### config.mk
export PLATFORM = sky130hd
export DESIGN_NAME = dla_platform_reset_sequencer_flat
export DESIGN_NICKNAME = d
export VERILOG_FILES = /design/src/rtl/dla_platform_reset_sequencer_pkg.sv /design/src/rtl/dla_platform_reset_sequencer_if.sv /design/src/rtl/dla_platform_reset_sequencer_sync.sv /design/src/rtl/dla_platform_reset_sequencer.sv /design/src/flat_wrapper.sv
export SDC_FILE = /design/constraint.sdc
export NUM_CORES = 1
export LEC_CHECK = 0
export ABC_AREA = 1
export CORE_AREA = 2 2 50 52
export DETAILED_ROUTE_END_ITERATION = 16
export DIE_AREA = 0 0 52 54
export GPL_TIMING_DRIVEN = 0
export HOLD_SLACK_MARGIN = 0.1
export PLACE_DENSITY = 0.81
export SLEW_MARGIN = 25
export SYNTH_ARGS = -nofsm -noshare
export SYNTH_HDL_FRONTEND = slang
export SYNTH_SLANG_ARGS = --single-unit
### constraint.sdc
create_clock -name clk -period 2.2 [get_ports clk]
set_input_delay 0.22 -clock clk [delete_from_list [all_inputs] [get_ports clk]]
set_output_delay 0.22 -clock clk [all_outputs]
set_load 0.02 [all_outputs]
### src/rtl/dla_platform_reset_sequencer_pkg.sv
// Package for the DLA platform reset sequencer.
// Contents:
//   state_e        - sequencer FSM states
//   counter_width  - width of the shared hold/gap/timeout counter
//   params_legal   - parameter legality predicate used at elaboration
package dla_platform_reset_pkg;

  typedef enum logic [1:0] {
    HOLD    = 2'd0,
    RELEASE = 2'd1,
    RUN     = 2'd2,
    QUIESCE = 2'd3
  } state_e;

  // One counter serves all three timed phases, so it is sized for the
  // largest of them. The extra bit leaves headroom for saturation.
  function automatic int counter_width(input int a, input int b, input int c);
    int m;
    m = a;
    if (b > m) m = b;
    if (c > m) m = c;
    return $clog2(m) + 1;
  endfunction

  function automatic bit params_legal(input int num_stages, input int sync_depth,
                                      input int hold_cycles, input int gap_cycles,
                                      input int timeout_cycles);
    return (num_stages >= 1) && (sync_depth >= 2) && (hold_cycles >= 1) &&
           (gap_cycles >= 1) && (timeout_cycles >= 1);
  endfunction

endpackage

### src/rtl/dla_platform_reset_sequencer_if.sv
// Interface bundling the sequencer's handshake and reset outputs.
// Quiesce handshake: the sequencer raises o_quiesce_req and holds it until it
// samples i_quiesce_ack high (or its timeout expires); the ack is only
// meaningful while the request is high and is ignored at any other time.
//   master: sequencer side (drives resets, quiesce request, status)
//   slave : domain side (drives soft reset request and quiesce ack)
interface dla_platform_reset_sequencer_if #(
  parameter int NUM_STAGES = 3
);
  import dla_platform_reset_pkg::*;

  logic                  i_soft_reset_req;
  logic                  i_quiesce_ack;
  logic                  o_quiesce_req;
  logic [NUM_STAGES-1:0] o_resetn;
  logic                  o_all_released;
  logic                  o_busy;
  logic                  o_timeout_sticky;
  state_e                o_dbg_state;

  modport master (
    input  i_soft_reset_req, i_quiesce_ack,
    output o_quiesce_req, o_resetn, o_all_released, o_busy, o_timeout_sticky,
           o_dbg_state
  );

  modport slave (
    output i_soft_reset_req, i_quiesce_ack,
    input  o_quiesce_req, o_resetn, o_all_released, o_busy, o_timeout_sticky,
           o_dbg_state
  );
endinterface

### src/rtl/dla_platform_reset_sequencer_sync.sv
// Reset synchronizer: asserts asynchronously with aclrn, deasserts
// SYNC_DEPTH rising edges after aclrn goes high.
// Ports: clk, aclrn (async active-low), o_rst_sync (high = out of reset).
module dla_platform_reset_sync #(
  parameter int SYNC_DEPTH = 3
) (
  input  logic clk,
  input  logic aclrn,
  output logic o_rst_sync
);

  logic [SYNC_DEPTH-1:0] r_chain;

  always_ff @(posedge clk or negedge aclrn) begin
    if (!aclrn) r_chain <= '0;
    else        r_chain <= {r_chain[SYNC_DEPTH-2:0], 1'b1};
  end

  assign o_rst_sync = r_chain[SYNC_DEPTH-1];

endmodule

### src/rtl/dla_platform_reset_sequencer.sv
// DLA platform reset sequencer: holds a clock domain in reset, releases
// NUM_STAGES active-low resets in order, and performs quiesce-guarded soft
// re-resets on request.
// Ports: clk, aclrn (async active-low), bus (master modport carrying the
// soft reset request, quiesce handshake, staged resets and status flags).
module dla_platform_reset_sequencer
  import dla_platform_reset_pkg::*;
#(
  parameter int NUM_STAGES             = 3,
  parameter int SYNC_DEPTH             = 3,
  parameter int HOLD_CYCLES            = 16,
  parameter int STAGE_GAP_CYCLES       = 4,
  parameter int QUIESCE_TIMEOUT_CYCLES = 256
) (
  input  logic                           clk,
  input  logic                           aclrn,
  dla_platform_reset_sequencer_if.master bus
);

  if (!params_legal(NUM_STAGES, SYNC_DEPTH, HOLD_CYCLES, STAGE_GAP_CYCLES,
                    QUIESCE_TIMEOUT_CYCLES)) begin : g_param_check
    $error("dla_platform_reset_sequencer: illegal parameter set");
  end

  localparam int CW = counter_width(HOLD_CYCLES, STAGE_GAP_CYCLES,
                                    QUIESCE_TIMEOUT_CYCLES);
  localparam logic [CW-1:0] HOLD_LAST = CW'(HOLD_CYCLES - 1);
  localparam logic [CW-1:0] GAP_LAST  = CW'(STAGE_GAP_CYCLES - 1);
  localparam logic [CW-1:0] TO_LAST   = CW'(QUIESCE_TIMEOUT_CYCLES - 1);
  localparam logic [CW-1:0] CNT_MAX   = '1;

  logic                  w_rst_sync;
  state_e                r_state,  w_state_next;
  logic [CW-1:0]         r_cnt,    w_cnt_next,  w_cnt_inc;
  logic [NUM_STAGES-1:0] r_resetn, w_resetn_next, w_resetn_shift;
  logic                  r_qreq,   w_qreq_next;
  logic                  r_sticky, w_sticky_next;
  logic                  r_all_released;
  logic                  r_busy;

  dla_platform_reset_sync #(.SYNC_DEPTH(SYNC_DEPTH)) u_sync (
    .clk        (clk),
    .aclrn      (aclrn),
    .o_rst_sync (w_rst_sync)
  );

  // Saturating increment; the counter never wraps.
  assign w_cnt_inc      = (r_cnt == CNT_MAX) ? r_cnt : r_cnt + CW'(1);
  // Next stage to release: shift a one in from bit 0.
  assign w_resetn_shift = (r_resetn << 1) | NUM_STAGES'(1);

  always_comb begin
    w_state_next  = r_state;
    w_cnt_next    = r_cnt;
    w_resetn_next = r_resetn;
    w_qreq_next   = r_qreq;
    w_sticky_next = r_sticky;
    case (r_state)
      HOLD: begin
        // A pending request restarts the hold window.
        if (bus.i_soft_reset_req) begin
          w_cnt_next = '0;
        end else if (r_cnt >= HOLD_LAST) begin
          w_cnt_next    = '0;
          w_resetn_next = NUM_STAGES'(1);
          w_state_next  = (NUM_STAGES == 1) ? RUN : RELEASE;
        end else begin
          w_cnt_next = w_cnt_inc;
        end
      end
      RELEASE: begin
        if (r_cnt >= GAP_LAST) begin
          w_cnt_next    = '0;
          w_resetn_next = w_resetn_shift;
          if (&w_resetn_shift) w_state_next = RUN;
        end else begin
          w_cnt_next = w_cnt_inc;
        end
      end
      RUN: begin
        if (bus.i_soft_reset_req) begin
          w_state_next = QUIESCE;
          w_qreq_next  = 1'b1;
          w_cnt_next   = '0;
        end
      end
      QUIESCE: begin
        // Ack takes priority over a simultaneous timeout.
        if (bus.i_quiesce_ack || (r_cnt >= TO_LAST)) begin
          w_state_next  = HOLD;
          w_resetn_next = '0;
          w_qreq_next   = 1'b0;
          w_cnt_next    = '0;
          if (!bus.i_quiesce_ack) w_sticky_next = 1'b1;
        end else begin
          w_cnt_next = w_cnt_inc;
        end
      end
      default: w_state_next = HOLD;
    endcase
  end

  // Status flags are registered from the next-state values so they change on
  // the same edge as the resets they describe.
  always_ff @(posedge clk or negedge aclrn) begin
    if (!aclrn) begin
      r_state        <= HOLD;
      r_cnt          <= '0;
      r_resetn       <= '0;
      r_qreq         <= 1'b0;
      r_sticky       <= 1'b0;
      r_all_released <= 1'b0;
      r_busy         <= 1'b1;
    end else if (w_rst_sync) begin
      r_state        <= w_state_next;
      r_cnt          <= w_cnt_next;
      r_resetn       <= w_resetn_next;
      r_qreq         <= w_qreq_next;
      r_sticky       <= w_sticky_next;
      r_all_released <= &w_resetn_next;
      r_busy         <= (w_state_next != RUN);
    end
  end

  assign bus.o_resetn         = r_resetn;
  assign bus.o_quiesce_req    = r_qreq;
  assign bus.o_all_released   = r_all_released;
  assign bus.o_busy           = r_busy;
  assign bus.o_timeout_sticky = r_sticky;
  assign bus.o_dbg_state      = r_state;

endmodule

### src/flat_wrapper.sv
// flat-port wrapper written by rule: the top's interface ports become plain ports
module dla_platform_reset_sequencer_flat import dla_platform_reset_pkg::*;
#(
  parameter int NUM_STAGES             = 3,
  parameter int SYNC_DEPTH             = 3,
  parameter int HOLD_CYCLES            = 16,
  parameter int STAGE_GAP_CYCLES       = 4,
  parameter int QUIESCE_TIMEOUT_CYCLES = 256
)
  (clk, aclrn, bus_i_soft_reset_req, bus_i_quiesce_ack, bus_o_quiesce_req, bus_o_resetn, bus_o_all_released, bus_o_busy, bus_o_timeout_sticky, bus_o_dbg_state);
  dla_platform_reset_sequencer_if #(.NUM_STAGES(NUM_STAGES)) bus_i ();
  input  logic clk;
  input  logic aclrn;
  input wire logic [$bits(bus_i.i_soft_reset_req)-1:0] bus_i_soft_reset_req;
  input wire logic [$bits(bus_i.i_quiesce_ack)-1:0] bus_i_quiesce_ack;
  output wire logic [$bits(bus_i.o_quiesce_req)-1:0] bus_o_quiesce_req;
  output wire logic [$bits(bus_i.o_resetn)-1:0] bus_o_resetn;
  output wire logic [$bits(bus_i.o_all_released)-1:0] bus_o_all_released;
  output wire logic [$bits(bus_i.o_busy)-1:0] bus_o_busy;
  output wire logic [$bits(bus_i.o_timeout_sticky)-1:0] bus_o_timeout_sticky;
  output wire logic [$bits(bus_i.o_dbg_state)-1:0] bus_o_dbg_state;
  assign bus_i.i_soft_reset_req = bus_i_soft_reset_req;
  assign bus_i.i_quiesce_ack = bus_i_quiesce_ack;
  assign bus_o_quiesce_req = bus_i.o_quiesce_req;
  assign bus_o_resetn = bus_i.o_resetn;
  assign bus_o_all_released = bus_i.o_all_released;
  assign bus_o_busy = bus_i.o_busy;
  assign bus_o_timeout_sticky = bus_i.o_timeout_sticky;
  assign bus_o_dbg_state = bus_i.o_dbg_state;
  dla_platform_reset_sequencer #(.NUM_STAGES(NUM_STAGES), .SYNC_DEPTH(SYNC_DEPTH), .HOLD_CYCLES(HOLD_CYCLES), .STAGE_GAP_CYCLES(STAGE_GAP_CYCLES), .QUIESCE_TIMEOUT_CYCLES(QUIESCE_TIMEOUT_CYCLES)) u_core (.clk(clk), .aclrn(aclrn), .bus(bus_i));
endmodule
==> reports/summary.md, run 1 <==
The flow ran to the end, and the final reports show no timing, DRC or antenna violations. The first global-routing pass estimated 4.11 mm of wire. For the total I/O pin count, the log shows 13.

The combinational family with the most area after synthesis was simple AND/OR/NAND/NOR gates. The yosys synthesis warning count is 0. Across the whole layout, storage elements account for 527 um2. The total overflow left after global routing is 0. The HPWL after detailed placement is 1.85 mm, and the post-cts repair resize count is 0. The count of nets left with antenna violations once routing finished came out at 0.

The logs give 0 for the final count of negative-setup-slack endpoints and 0.906 for the final estimated routing congestion in global placement. The largest fanout of any net on the critical path works out to 8. The top cell types in the final layout, fill and taps aside, are sky130_fd_sc_hd__nand2_1, sky130_fd_sc_hd__nor2_1, sky130_fd_sc_hd__dfrtp_1.

The synthesized netlist devotes 2.25% of its cell area to XOR and XNOR gates. The initial antenna violation count was 0. For the worst setup path, the data required time is 2.38 ns. The hold violation count in the final report is 0, and the minimum period implied by the final worst setup slack is 1.77 ns. The first routing iteration left 57 violations. TritonCTS built the clock tree.

The repair_antennas step left the layout with diodes totalling 0. Once the floorplan was initialized, standard cells occupied 50.3% of the core. Summing every instance area after synthesis gives 0.00117 mm2. After clock tree synthesis, the setup repair step added 0 buffers.

The number of nets in the synthesized netlist is 153. The signal on the critical path passes through ha_1 -> inv_1 -> nor2_2 -> nand2_2 -> nand4_2 -> inv_2 -> nor3_4 -> a21oi_1. Family with the most delay on the worst path: simple AND/OR/NAND/NOR gates. The run gives 1,025 as the routed via count.

In this run, CTS created clock tree buffers numbering 3. Global routing used 19.9% of the available tracks. Clock-pin slew was measured on the worst setup and hold paths at 0.11 ns. The library cell used most frequently in the layout, excluding fill and tap cells, is sky130_fd_sc_hd__nand2_1.

The die is 52 um wide. Using the TritonRoute via totals, the vias-per-cell ratio works out to 5.26. Summed negative setup slack over all endpoints: 0 ns.

The number of global-route vias before repair was 1,000; the combinational cell fraction of total power was 43.6%. The area growth from synthesis to final layout is 16.2%. The logs give 1 for the number of H-tree levels and 0.00281 mm2 for the full die area. The final critical-path share of the clock period came out at 80.4%.

The fraction of the mapped netlist area in simple logic gates is 32.5%. For the worst setup path, the data arrival time is 1.95 ns. The run gives 210 as the final-layout fill cell count.

The delay of the slowest cell on the worst path is 0.40 ns, and the average wire per standard cell is 12.3 um. From bottom edge to top edge, the die measures 54 um. The cell-internal power was 0.741 mW; the net count of the finished layout was 171. Switching part of the total: 41.2%. In the routed design, unresolved DRC markers number 0. For the highest clock frequency the design can meet, the log shows 565 MHz. In the final layout, the multi-input gates occupy 552 um2.

In the synthesized netlist, mux cells make up 0% of the area. Summed over all cells, the static leakage comes to 0.640 nW. The buffer levels on the longest clock path was 2. Synthesis produced a netlist whose cell count is 148.

The core region is 0.00232 mm2. For the number of max-cap violations, the log shows 0. The critical path start-end classification was flop to flop. Entering global routing, the biggest net connects 22 pins. The path class of the lowest-slack min-delay path is flop to flop. The average instance in the mapped netlist occupies 7.88 um2. On the critical path, the stage with the largest delay is an instance of sky130_fd_sc_hd__dfrtp_1. The number of buffers and inverters on the critical path is 2. The share of total power dissipated in the clock network is 15.0%.

The floorplan has 18 rows. The sink count of the clock tree came out at 21. Setup repair after global routing left no endpoint under its margin. Cells with a size suffix above 1 make up 16.4% of the layout.

The ratio of total power to cell area is 931 mW/mm2, and the post-route non-filler standard cell count is 195. The root buffer cell chosen for the clock tree is sky130_fd_sc_hd__clkbuf_4. The number of pins exceeding their max-slew limit in the final report was 0.

STA classifies the critical path endpoint as a flop. For the worst-skew pair, the clock arrives at the later sink with an insertion delay of 0.31 ns. The final layout contains routed wiring with a total length of 2.40 mm. In this run, synthesis produced a sequential element count of 21. Hold-fix buffer count after cts: 0. The worst setup path is launched from a flop.

The adder-cell share of the synthesized area is 1.07%. Across the VDD grid, the largest voltage drop is 599 uV. The first TritonRoute pass finished after 4 iterations. The number of port buffers was 12; the number of unique standard cell types used by synthesis was 29. Summed over all nets, the switching power comes to 0.520 mW.

The tools report the sequential fraction of design power as 41.4%. Once placement completed, the tool counted placed cells totaling 190. For this run, the register share of the synthesized area comes to 45.2%. The synthesized netlist devotes 11.2% of its cell area to compound gates.

Between clock sinks in the finished design, the worst skew comes to 0.00699 ns.
## sequential cells by signal, indices dropped and copies added (netlist names)
name and count:
u_core.bus.o_all_released 1, u_core.bus.o_resetn 3, u_core.bus.o_busy 1, u_core.u_sync.r_chain 3, u_core.bus.o_dbg_state 2, u_core.bus.o_timeout_sticky 1, u_core.r_cnt 9, u_core.bus.o_quiesce_req 1
## synthesized netlist by cell type (all sizes together)
cell type | number | share of area, %
o22ai | 2 | 1.6
and3 | 1 | 0.64
o21ai | 9 | 4.2
o211ai | 2 | 1.7
xor2 | 3 | 2.3
nand3 | 7 | 3.0
buf | 1 | 0.43
nor2 | 29 | 11
a21o | 1 | 0.64
nand2 | 32 | 11
inv | 22 | 7.1
a21oi | 7 | 3.0
dfrtp | 20 | 43
ha | 1 | 1.1
dfstp | 1 | 2.3
or3 | 1 | 0.54
nand4 | 3 | 2.1
conb | 1 | 0.32
nor3 | 5 | 4.0
## cells by family after synthesis
logic type / after synthesis
AO/OA/AOI/OAI: 21
XOR/XNOR: 3
adder cells (fa/ha/maj): 1
buffers and inverters: 23
flip-flops: 21
other: 1
AND/OR/NAND/NOR: 78
## metal layers
| layer | GRT usage (%) | wire length [um] | up-vias |
|---|---|---|---|
| met5 | 0 | 0 | - |
| met4 | 12.3 | 58 | 0 |
| met3 | 2.50 | 95 | 9 |
| met2 | 34.8 | 1220 | 29 |
| met1 | 23.1 | 1020 | 483 |
| li1 | - | - | 504 |
## power by group through the flow
stage,Combinational (mW),Sequential (mW),Clock (mW)
4_1_cts,0.548,0.523,0.196
5_1_grt,0.617,0.534,0.208
3_5_place_dp,0.544,0.531,0
2_1_floorplan,0.318,0.574,0
3_3_place_gp,0.523,0.526,0
6_report,0.550,0.523,0.189
## layout make-up
type                            count  share of cell area [%]
Sequential cell                    21                    38.9
Multi-Input combinational cell    104                    40.7
Buffer                              1                   0.369
Inverter                           22                    6.09
Clock buffer                        4                    1.94
Timing Repair Buffer               13                    9.23
Tap cell                           30                    2.77
## path summary, 6_finish.rpt
| kind | startpoint | endpoint | slack, ns | depth (start not counted) |
|---|---|---|---|---|
| hold reg to reg | u_core.u_sync.r_chain[1]$_DFF_PN0_ | u_core.u_sync.r_chain[2]$_DFF_PN0_ | 0.37 | 0 |
| hold / removal | u_core.u_sync.r_chain[1]$_DFF_PN0_ | u_core.u_sync.r_chain[2]$_DFF_PN0_ | 0.37 | 0 |
| setup / recovery | u_core.r_cnt[0]$_DFFE_PN0P_ | u_core.r_cnt[5]$_DFFE_PN0P_ | 0.43 | 8 |
| min in group asynchronous | aclrn | u_core.bus.o_timeout_sticky$_DFFE_PN0P_ | 0.38 | 2 |
| setup reg to reg | u_core.r_cnt[0]$_DFFE_PN0P_ | u_core.r_cnt[5]$_DFFE_PN0P_ | 0.43 | 8 |
| max in group asynchronous | aclrn | u_core.bus.o_busy$_DFFE_PN1P_ | 1.48 | 2 |
## metrics by stage
stage	cell area (um2)	util [%]	power [mW]	setup WS (ns)	hold WS [ns]
floorplan	1170	-	0.892	0.711	-0.0756
global placement	1320	57.1	1.05	0.517	0.338
detailed placement	1320	57.1	1.08	0.450	0.338
CTS	1350	58.2	1.27	0.430	0.374
global route	1360	58.4	1.36	0.277	0.380
finish	1360	58.4	1.26	0.430	0.369
No activity file was read; power rests on OpenSTA's default activity.
==> run 2: changes to the inputs <==
Clock period 2.2 ns to 1.74 ns, I/O delays scaled along.
==> run 2 against run 1 <==
  * Design area increased by 2.7%
  * Clock skew about the same
  * Critical path depth increased by 1
  * Utilization increased by 1.6 points
  * First-iteration DRC count decreased by 44%
  * Combinational power increased by 42%
  * Fmax increased by 5.7%
  * Clock-buffer cell count unchanged
  * Critical endpoint unchanged
  * Routed wire length increased by 6.3%
  * Register-to-register slack got worse by 0.36 ns
  * Clock power increased by 28%
==> reports/summary.md, run 2 (synthesis gave the netlist of run 1 again) <==
The run finished with clean final reports. The logs give 0 (unchanged) for the initial antenna violation count and 190 (unchanged) for the placed instance count. The logs give 2 (unchanged) for the buffer levels on the longest clock path and 0 (unchanged) for the total overflow reported by the global router. Ranked by flip-flop count, first place goes to u_core.r_cnt. The net count of the finished layout was 174 (+1.8%). The vertical die dimension was 54 um (unchanged); the largest fanout of any net on the critical path was 4 (-4). Register clock-pin slew on the reported worst setup and hold paths: 0.12 ns (about the same). The final critical-path share of the clock period works out to 96.2% (+16 points).

The sink count of the clock tree was 21 (unchanged); the average wire per standard cell was 12.9 um (+4.7%). The run gives 4 (unchanged) as the number of iterations in the first detailed-routing pass. The tools report the total core area as 0.00232 mm2 (unchanged). The full die area is 0.00281 mm2 (unchanged). The kind of cell with the highest combined delay along the critical path is flip-flops.

The run gives 0.655 nW (+2.3%) as the leakage power total. For the summed negative setup slack over all endpoints, the log shows 0 ns (unchanged). For the pin count of the biggest net entering global routing, the log shows 22 (unchanged).

The tools report the number of global-route vias before repair as 1,047 (+4.7%). The delay of the slowest cell on the worst path is 0.42 ns (+0.02 ns). The nature of the critical path endpoint was a flop. The worst hold path belongs to the class primary input to async pin. The clock skew was 0.00696 ns (-0.0000241 ns). Maximum vdd drop: 849 uV (+42%). The routed via count is 1,075 (+4.9%). Final count of negative-setup-slack endpoints: 0 (unchanged). The overall fraction of global-route tracks in use was 20.3% (+0.42 points). The run gives 0 (unchanged) as the hold violation count in the final report.

Setup repair after global routing could not meet its margin everywhere. The number of rows created at floorplan is 18 (unchanged), and the mean number of vias per cell is 5.43 (+3.3%). The run gives 0.31 ns (about the same) as the clock insertion delay at the later pin of the skew report. TritonCTS built the clock tree. The number of flip-flops in the largest register was 9 (unchanged); the routed wire length was 2.55 mm (+6.3%). The run gives 0 (unchanged) as the number of max-cap violations.

The library cell used as clock root buffer was sky130_fd_sc_hd__clkbuf_4. The tools report the critical register-to-register path endpoint as u_core.r_cnt[5]$_DFFE_PN0P_. The number of port buffers is 12 (unchanged), and the share of post-route cells with drive strength above 1 is 20.2% (+3.9 points). The tools report the final estimated routing congestion in global placement as 0.906 (unchanged). The number of buffer and inverter stages on the critical path works out to 3 (+1). Minimum period implied by the final worst setup slack: 1.67 ns (-0.0955 ns).

The worst register-to-register path begins at u_core.r_cnt[0]$_DFFE_PN0P_. The ratio of total power to cell area is 1210 mW/mm2 (+30%). STA classifies the critical path startpoint as a flop. For the total DRC errors in the routed layout, the log shows 0 (unchanged). The depth of the worst register-to-register path is 9 (+1). Traced cell by cell, the critical path runs through ha_1 -> inv_2 -> nand4_1 -> nor2_2 -> inv_2 -> o22ai_2 -> nor3_4 -> buf_4 -> a21oi_2. The most numerous cell type found on the critical path is sky130_fd_sc_hd__inv_2. The logs give 4.17 mm (+1.7%) for the wire length of the first global-routing pass and 1.85 mm (unchanged) for the HPWL after detailed placement. The post-route non-filler standard cell count came out at 198 (+1.5%).

The remaining antenna violation count is 0 (unchanged). The highest clock frequency the design can meet was 597 MHz (+5.7%). The area growth from synthesis to layout is 19.3%. The die width was 52 um (unchanged); the total CTS buffers was 3 (unchanged).

The logs give 1.92 ns (-0.03 ns) for the arrival time of the worst setup path and 1.98 ns (-0.40 ns) for the worst path required time. The number of H-tree levels is 1 (unchanged). The number of pins exceeding their max-slew limit in the final report came out at 0 (unchanged). The largest individual stage delay along the critical path comes from the cell sky130_fd_sc_hd__dfrtp_1. For the DRC violation total after the first TritonRoute iteration, the log shows 32 (-44%). The library cell used most frequently in the layout, excluding fill and tap cells, is sky130_fd_sc_hd__nand2_1. The most critical setup path has its startpoint at u_core.r_cnt[0]$_DFFE_PN0P_.

Starting utilization of the core area: 50.3% (unchanged). In the layout the commonest cells are sky130_fd_sc_hd__nand2_1, sky130_fd_sc_hd__nor2_1, sky130_fd_sc_hd__dfrtp_1. For the diode insertion count for antenna repair, the log shows 0 (unchanged). The reg-to-reg setup timing slack came out at 0.07 ns (-0.36 ns).

The critical path start-end classification is flop to flop. For the total I/O pin count, the log shows 13 (unchanged).
run 2: changes by cell type in the layout (fill, tap and decap cells not counted), sizes merged:
cell  before  now
buf        2    5
run 2: worst max-delay path by stage:
stage / endpoint / slack [ns] / cells after the start
2_1_floorplan: u_core.r_cnt[3]$_DFFE_PN0P_ / 0.25 / 10
3_3_place_gp: u_core.r_cnt[7]$_DFFE_PN0P_ / 0.06 / 8
3_5_place_dp: u_core.r_cnt[5]$_DFFE_PN0P_ / -0.01 / 8
4_1_cts: u_core.r_cnt[5]$_DFFE_PN0P_ / 0.02 / 9
5_1_grt: u_core.r_cnt[1]$_DFFE_PN0P_ / -0.03 / 9
6_report: u_core.r_cnt[5]$_DFFE_PN0P_ / 0.07 / 9
run 2: per-layer routing:
layer	GRT usage, %	routed length (um)	vias to the layer above
met1	22.2	1000	505
met5	0	0	-
met3	2.78	140	13
met2	35.4	1310	48
li1	-	-	509
met4	15.8	97	0
run 2: through the flow:
stage          power, mW  worst slack, ns  hold slack, ns  area, um2  util, %
6_report            1.68           0.0657           0.334       1390     60.0
5_1_grt             1.80          -0.0267           0.380       1390     60.0
4_1_cts             1.66           0.0249           0.374       1370     59.2
3_5_place_dp        1.36          -0.0104           0.338       1320     57.1
3_3_place_gp        1.33           0.0573           0.338       1320     57.1
2_1_floorplan       1.13            0.251          -0.122       1170        -
run 2: repair_timing:
action / in CTS / in global routing
setup endpoints to repair: 1 / 13
hold buffers: 0 / 1
pin swaps: 2 / 3
setup buffers: 3 / 0
resized for setup: 0 / 5
hold endpoints to repair: 0 / 20
run 2: worst register-to-register path: stages (launching register included):
cell and delay [ns]:
sky130_fd_sc_hd__dfrtp_1 0.42, sky130_fd_sc_hd__ha_1 0.22, sky130_fd_sc_hd__inv_2 0.09, sky130_fd_sc_hd__nand4_1 0.13, sky130_fd_sc_hd__nor2_2 0.15, sky130_fd_sc_hd__inv_2 0.08, sky130_fd_sc_hd__o22ai_2 0.18, sky130_fd_sc_hd__nor3_4 0.07
sky130_fd_sc_hd__buf_4 0.16, sky130_fd_sc_hd__a21oi_2 0.11
run 2: cell type report:
type                    count  area [um2]
multi-input cells         104         566
repair buffers             16         148
flip-flops and latches     21         527
fillers                   205         928
well taps                  30        37.5
inverters                  22        82.6
plain buffers               1        5.00
clock buffers               4        26.3
run 2: power by group:
part / internal [mW] / switching (mW)
Clock: 0.0897 / 0.152
Combinational: 0.312 / 0.469
Sequential: 0.582 / 0.0809
Total: 0.984 / 0.701
